File: src/rtl/axis_frame_arbiter.sv
// Two-requester AXI-Stream frame arbiter: whole frames granted round-robin, one output register slice.
// Optional feature: define AXIS_ARB_FRAME_CNT_EN to add per-requester completed-frame counters.
module axis_frame_arbiter #(
    parameter int unsigned DATA_BITS = 8,
    parameter int unsigned CNT_BITS  = 16
) (
    input  logic                 clk_i,
    input  logic                 rst_i,
    input  logic [DATA_BITS-1:0] axis_m0_data_i,
    input  logic                 axis_m0_valid_i,
    input  logic                 axis_m0_last_i,
    output logic                 axis_m0_ready_o,
    input  logic [DATA_BITS-1:0] axis_m1_data_i,
    input  logic                 axis_m1_valid_i,
    input  logic                 axis_m1_last_i,
    output logic                 axis_m1_ready_o,
    output logic [DATA_BITS-1:0] axis_s_data_o,
    output logic                 axis_s_valid_o,
    output logic                 axis_s_last_o,
    input  logic                 axis_s_ready_i,
    output logic                 axis_s_id_o,
`ifdef AXIS_ARB_FRAME_CNT_EN
    output logic [CNT_BITS-1:0]  frame_cnt0_o,
    output logic [CNT_BITS-1:0]  frame_cnt1_o,
`endif
    output logic                 busy_o
);

    typedef enum logic [1:0] {
        IDLE   = 2'd0,
        GRANT0 = 2'd1,
        GRANT1 = 2'd2
    } state_t;

    state_t               state_q;
    logic                 rr_q;
    logic [DATA_BITS-1:0] s_data_q;
    logic                 s_valid_q;
    logic                 s_last_q;
    logic                 s_id_q;

    logic slot_free;
    logic acc0;
    logic acc1;

    // The slice can take a beat when empty or when its current beat leaves this cycle.
    assign slot_free       = !s_valid_q || axis_s_ready_i;
    assign axis_m0_ready_o = (state_q == GRANT0) && slot_free;
    assign axis_m1_ready_o = (state_q == GRANT1) && slot_free;
    assign acc0            = axis_m0_valid_i && axis_m0_ready_o;
    assign acc1            = axis_m1_valid_i && axis_m1_ready_o;

    // NOTE: sequential state uses non-blocking assignments so every register sees pre-edge values.
    always_ff @(posedge clk_i) begin
        if (rst_i) begin
            state_q   <= IDLE;
            rr_q      <= 1'b0;
            s_data_q  <= '0;
            s_valid_q <= 1'b0;
            s_last_q  <= 1'b0;
            s_id_q    <= 1'b0;
        end else begin
            if (acc0 || acc1) begin
                s_valid_q <= 1'b1;
                s_data_q  <= acc1 ? axis_m1_data_i : axis_m0_data_i;
                s_last_q  <= acc1 ? axis_m1_last_i : axis_m0_last_i;
                s_id_q    <= acc1;
            end else if (axis_s_ready_i) begin
                s_valid_q <= 1'b0;
            end

            case (state_q)
                IDLE: begin
                    if (rr_q ? axis_m1_valid_i : axis_m0_valid_i) begin
                        state_q <= rr_q ? GRANT1 : GRANT0;
                    end else if (rr_q ? axis_m0_valid_i : axis_m1_valid_i) begin
                        state_q <= rr_q ? GRANT0 : GRANT1;
                    end
                end
                GRANT0: begin
                    if (acc0 && axis_m0_last_i) begin
                        state_q <= IDLE;
                        rr_q    <= 1'b1;
                    end
                end
                GRANT1: begin
                    if (acc1 && axis_m1_last_i) begin
                        state_q <= IDLE;
                        rr_q    <= 1'b0;
                    end
                end
                default: state_q <= IDLE;
            endcase
        end
    end

`ifdef AXIS_ARB_FRAME_CNT_EN
    logic [CNT_BITS-1:0] cnt0_q;
    logic [CNT_BITS-1:0] cnt1_q;

    // Counts completed frames; wraps naturally at the counter width.
    always_ff @(posedge clk_i) begin
        if (rst_i) begin
            cnt0_q <= '0;
            cnt1_q <= '0;
        end else begin
            if (acc0 && axis_m0_last_i) cnt0_q <= cnt0_q + 1'b1;
            if (acc1 && axis_m1_last_i) cnt1_q <= cnt1_q + 1'b1;
        end
    end

    assign frame_cnt0_o = cnt0_q;
    assign frame_cnt1_o = cnt1_q;
`endif

    assign axis_s_data_o  = s_data_q;
    assign axis_s_valid_o = s_valid_q;
    assign axis_s_last_o  = s_last_q;
    assign axis_s_id_o    = s_id_q;
    assign busy_o         = (state_q != IDLE);

endmodule

File: config.mk
export PLATFORM = sky130hd
export DESIGN_NAME = axis_frame_arbiter
export DESIGN_NICKNAME = d
export VERILOG_FILES = /design/src/rtl/axis_frame_arbiter.sv
export SDC_FILE = /design/constraint.sdc
export NUM_CORES = 1
export LEC_CHECK = 0
export CORE_ASPECT_RATIO = 0.7
export CORE_MARGIN = 5
export CORE_UTILIZATION = 38
export DETAILED_ROUTE_END_ITERATION = 12
export PLACE_DENSITY = 0.86
export SLEW_MARGIN = 25
export SYNTH_ARGS = -nofsm -noshare
export SYNTH_HDL_FRONTEND = slang
export SYNTH_SLANG_ARGS = --single-unit
File: constraint.sdc
create_clock -name clk_i -period 1.3 [get_ports clk_i]
set_input_delay 0.13 -clock clk_i [delete_from_list [all_inputs] [get_ports clk_i]]
set_output_delay 0.13 -clock clk_i [all_outputs]
set_load 0.005 [all_outputs]
==> results.sh, run 1 <==
export IMPL_outcome="finished with violations"
export IMPL_violations="setup timing"
export IMPL_routabilityCongestion=0.897
export IMPL_drt_initial_drc_count=16
export IMPL_antenna_cells=0
export IMPL_final_area_um2=1370
export IMPL_num_vias=817
export IMPL_grt_overflow=0
export IMPL_pwr_density_cell_nw_per_um2=850
export IMPL_whs_endpoint="axis_s_valid_o"
export IMPL_rrSetupSlack_ns=-0.07
export IMPL_drc_errors=0
export IMPL_crit_family="compound AO/OA/AOI/OAI gates"
export IMPL_relSlewSlack=0.670
export IMPL_hp_class="in2reg"
export IMPL_cap_violations=0
export IMPL_start_kind="flip-flop"
export IMPL_die_h_um=46.1
export IMPL_synth_edf_count=0
export IMPL_min_path_cells=3
export IMPL_start_util=0.389
export IMPL_post_synth_top_count_cell="dfxtp_1"
export IMPL_grt_max_degree=15
export IMPL_r2r_cells=4
export IMPL_ys_types=23
export IMPL_grt_pass1_vias=754
export IMPL_place_hpwl_um=1550
export IMPL_crit_buf_inv=1
export IMPL_netlist_instances=73
export IMPL_clock_latency_ns=0.28
export IMPL_finalClockSkew_ns=0.00123
export IMPL_cts_made_buffers=3
export IMPL_numPortBuffers=36
export IMPL_design_core_area_um2=1820
export IMPL_end_kind="flip-flop"
export IMPL_cts_sinks=14
export IMPL_ys_seq_area_frac=0.396
export IMPL_cts_path_max_buffers=2
export IMPL_r2r_end="state_q[1]"
export IMPL_finalCritPeriodShare=1.05
export IMPL_async_flop_share=0
export IMPL_nNetsFinal=155
export IMPL_worstReg2RegStart="axis_s_valid_o"
export IMPL_cp_slowest_cell="a2111oi_0"
export IMPL_cts_root_buffer="clkbuf_4"
export IMPL_vias_per_cell=5.38
export IMPL_num_rows=13
export IMPL_clock_fmax_ghz=0.732
export IMPL_synth_nets=96
export IMPL_drive_gt1_frac=0.400
export IMPL_rsz0062_at_grt="yes"
export IMPL_cp_startpoint="axis_s_valid_o"
export IMPL_hold_viol=0
export IMPL_synthTopCellsByCount="14 x dfxtp_1, 10 x nor2_1, 8 x mux2i_1, 6 x a211oi_1, 6 x nand2b_1"
export IMPL_grt_antenna_before_repair=0
export IMPL_grt_pass1_wl_um=3270
export IMPL_finalWorstSetupSlack_ns=-0.0656
export IMPL_vdd_drop_max_v=0.000716
export IMPL_finalSetupViolations=9
export IMPL_critPathKind="reg2reg"
export IMPL_crit_arrival_ns=1.49
export IMPL_worstMarginPinSlew_ns=0.482
export IMPL_place_worst_setup_slack_ns=-0.398
export IMPL_worstHoldStart="axis_s_ready_i"
export IMPL_dpl_cell_area_um2=1170
export IMPL_synthToLayoutAreaGrowth_pct=93.3
export IMPL_die_w_um=61.6
export IMPL_max_stage_delay_ns=0.50
export IMPL_synth_top_cell_area_share=0.396
export IMPL_ys_ff_latch=14
export IMPL_drv_slew=0
export IMPL_critical_path_peak_fanout=3
export IMPL_drt_first_pass_iters=4
export IMPL_die_area_um2=2840
export IMPL_num_fill_cells=131
export IMPL_post_route_min_period_ns=1.37
export IMPL_leakagePower_nw=0.654
export IMPL_worstPathCellList="and2b_2, buf_6, nor2_1, a2111oi_0"
export IMPL_post_drt_wl_per_cell_um=16.0
export IMPL_detail_route_antenna_nets=0
export IMPL_critPathRequiredTime_ns=1.42
export IMPL_avgSynthCellArea_um2=9.70
export IMPL_grtUsageTotal=0.161
export IMPL_yosysTopAreaCell="dfxtp_1"
export IMPL_hold_buffers=0
export IMPL_synth_main_ff_cell="dfxtp_1"
export IMPL_yosys_top_cells_area="dfxtp_1 40%, mux2i_1 11%, a211oi_1 6.4%"
export IMPL_wl_um=2430
export IMPL_syn_area_um2=708
export IMPL_cts_tree="yes"
export IMPL_ioPinCount=37
export IMPL_ys_warn_count=0
export IMPL_ctsHtreeMaxLevel=1
export IMPL_clkTransAtPathRegs_ns=0.08
registers in the layout, indices dropped and copies added (netlist names):
register        cells
axis_s_data_o       8
axis_s_last_o       1
axis_s_valid_o      1
axis_s_id_o         1
state_q             2
rr_q                1
cells in the final DEF, fill, tap and decap left out, drive strengths merged, types with 2 or more instances in the layout:
cell type / synthesis / routed
nand3b: 2 / 2
clkdlybuf4s50: 0 / 29
mux2i: 8 / 8
nor2: 12 / 12
dfxtp: 14 / 14
buf: 2 / 23
a21oi: 6 / 6
a211oi: 8 / 8
a31oi: 2 / 2
clkbuf: 1 / 4
nand2: 4 / 4
nand2b: 6 / 6
dlymetal6s2s: 0 / 4
where the power goes:
group / switching (mW) / internal (mW)
Combinational: 0.169 / 0.262
Clock: 0.134 / 0.107
Sequential: 0.0229 / 0.468
how the worst max path moves through the flow:
stage                                   to  slack (ns)  cells past startpoint
after floorplan           axis_s_data_o[0]        0.09                      5
after global placement     axis_m0_ready_o       -0.33                      4
after detailed placement   axis_m0_ready_o       -0.40                      4
after CTS                 axis_s_data_o[1]       -0.03                      7
after global routing            state_q[1]       -0.16                      4
final                           state_q[1]       -0.07                      4
timing repair:
action	in CTS	in global routing
pin swaps	1	11
gates resized for setup	16	27
gates cloned	0	1
setup buffers	3	5
endpoints found under the setup margin	10	19
per-layer routing:
layer	global-route usage	vias up	wire (µm)
met3	0.0532	4	208
met4	0.0593	0	48
met5	0	-	0
li1	-	378	-
met1	0.180	398	915
met2	0.284	37	1260
worst register-to-register path: stages, from the launching register on:
cell and delay, ns:
dfxtp_2 0.34, and2b_2 0.20, buf_6 0.13, nor2_1 0.05
a2111oi_0 0.50
cell type report:
cell class	instances	area, µm²	share of cell area
timing repair buffer	57	573	0.419
multi-input combinational	56	459	0.335
sequential	14	287	0.209
tap	22	27.5	0.0201
clock buffer	3	22.5	0.0165
stage by stage:
stage	hold WS [ns]	power (mW)	cells	util	setup TNS, ns
2_1_floorplan	0.203	0.633	73	-	0
3_3_place_gp	0.460	0.830	140	0.641	-3.28
3_5_place_dp	0.465	0.840	140	0.641	-3.50
4_1_cts	0.479	1.09	146	0.672	-0.143
5_1_grt	0.231	1.22	152	0.751	-0.969
6_report	0.218	1.16	152	0.751	-0.283
cells by family after synthesis:
| group | after synthesis | synth area share |
|---|---|---|
| simple gates | 30 | 0.254 |
| compound gates | 18 | 0.194 |
| flops | 14 | 0.396 |
| mux | 8 | 0.113 |
| buf+inv | 3 | 0.0424 |
(Power assumes the default switching activity.)
==> run 2: changes to the inputs <==
- CTS_CLUSTER_SIZE: not set -> 10
==> results of run 2 <==
The final DEF is identical to that of run 1; final timing and power are the same.
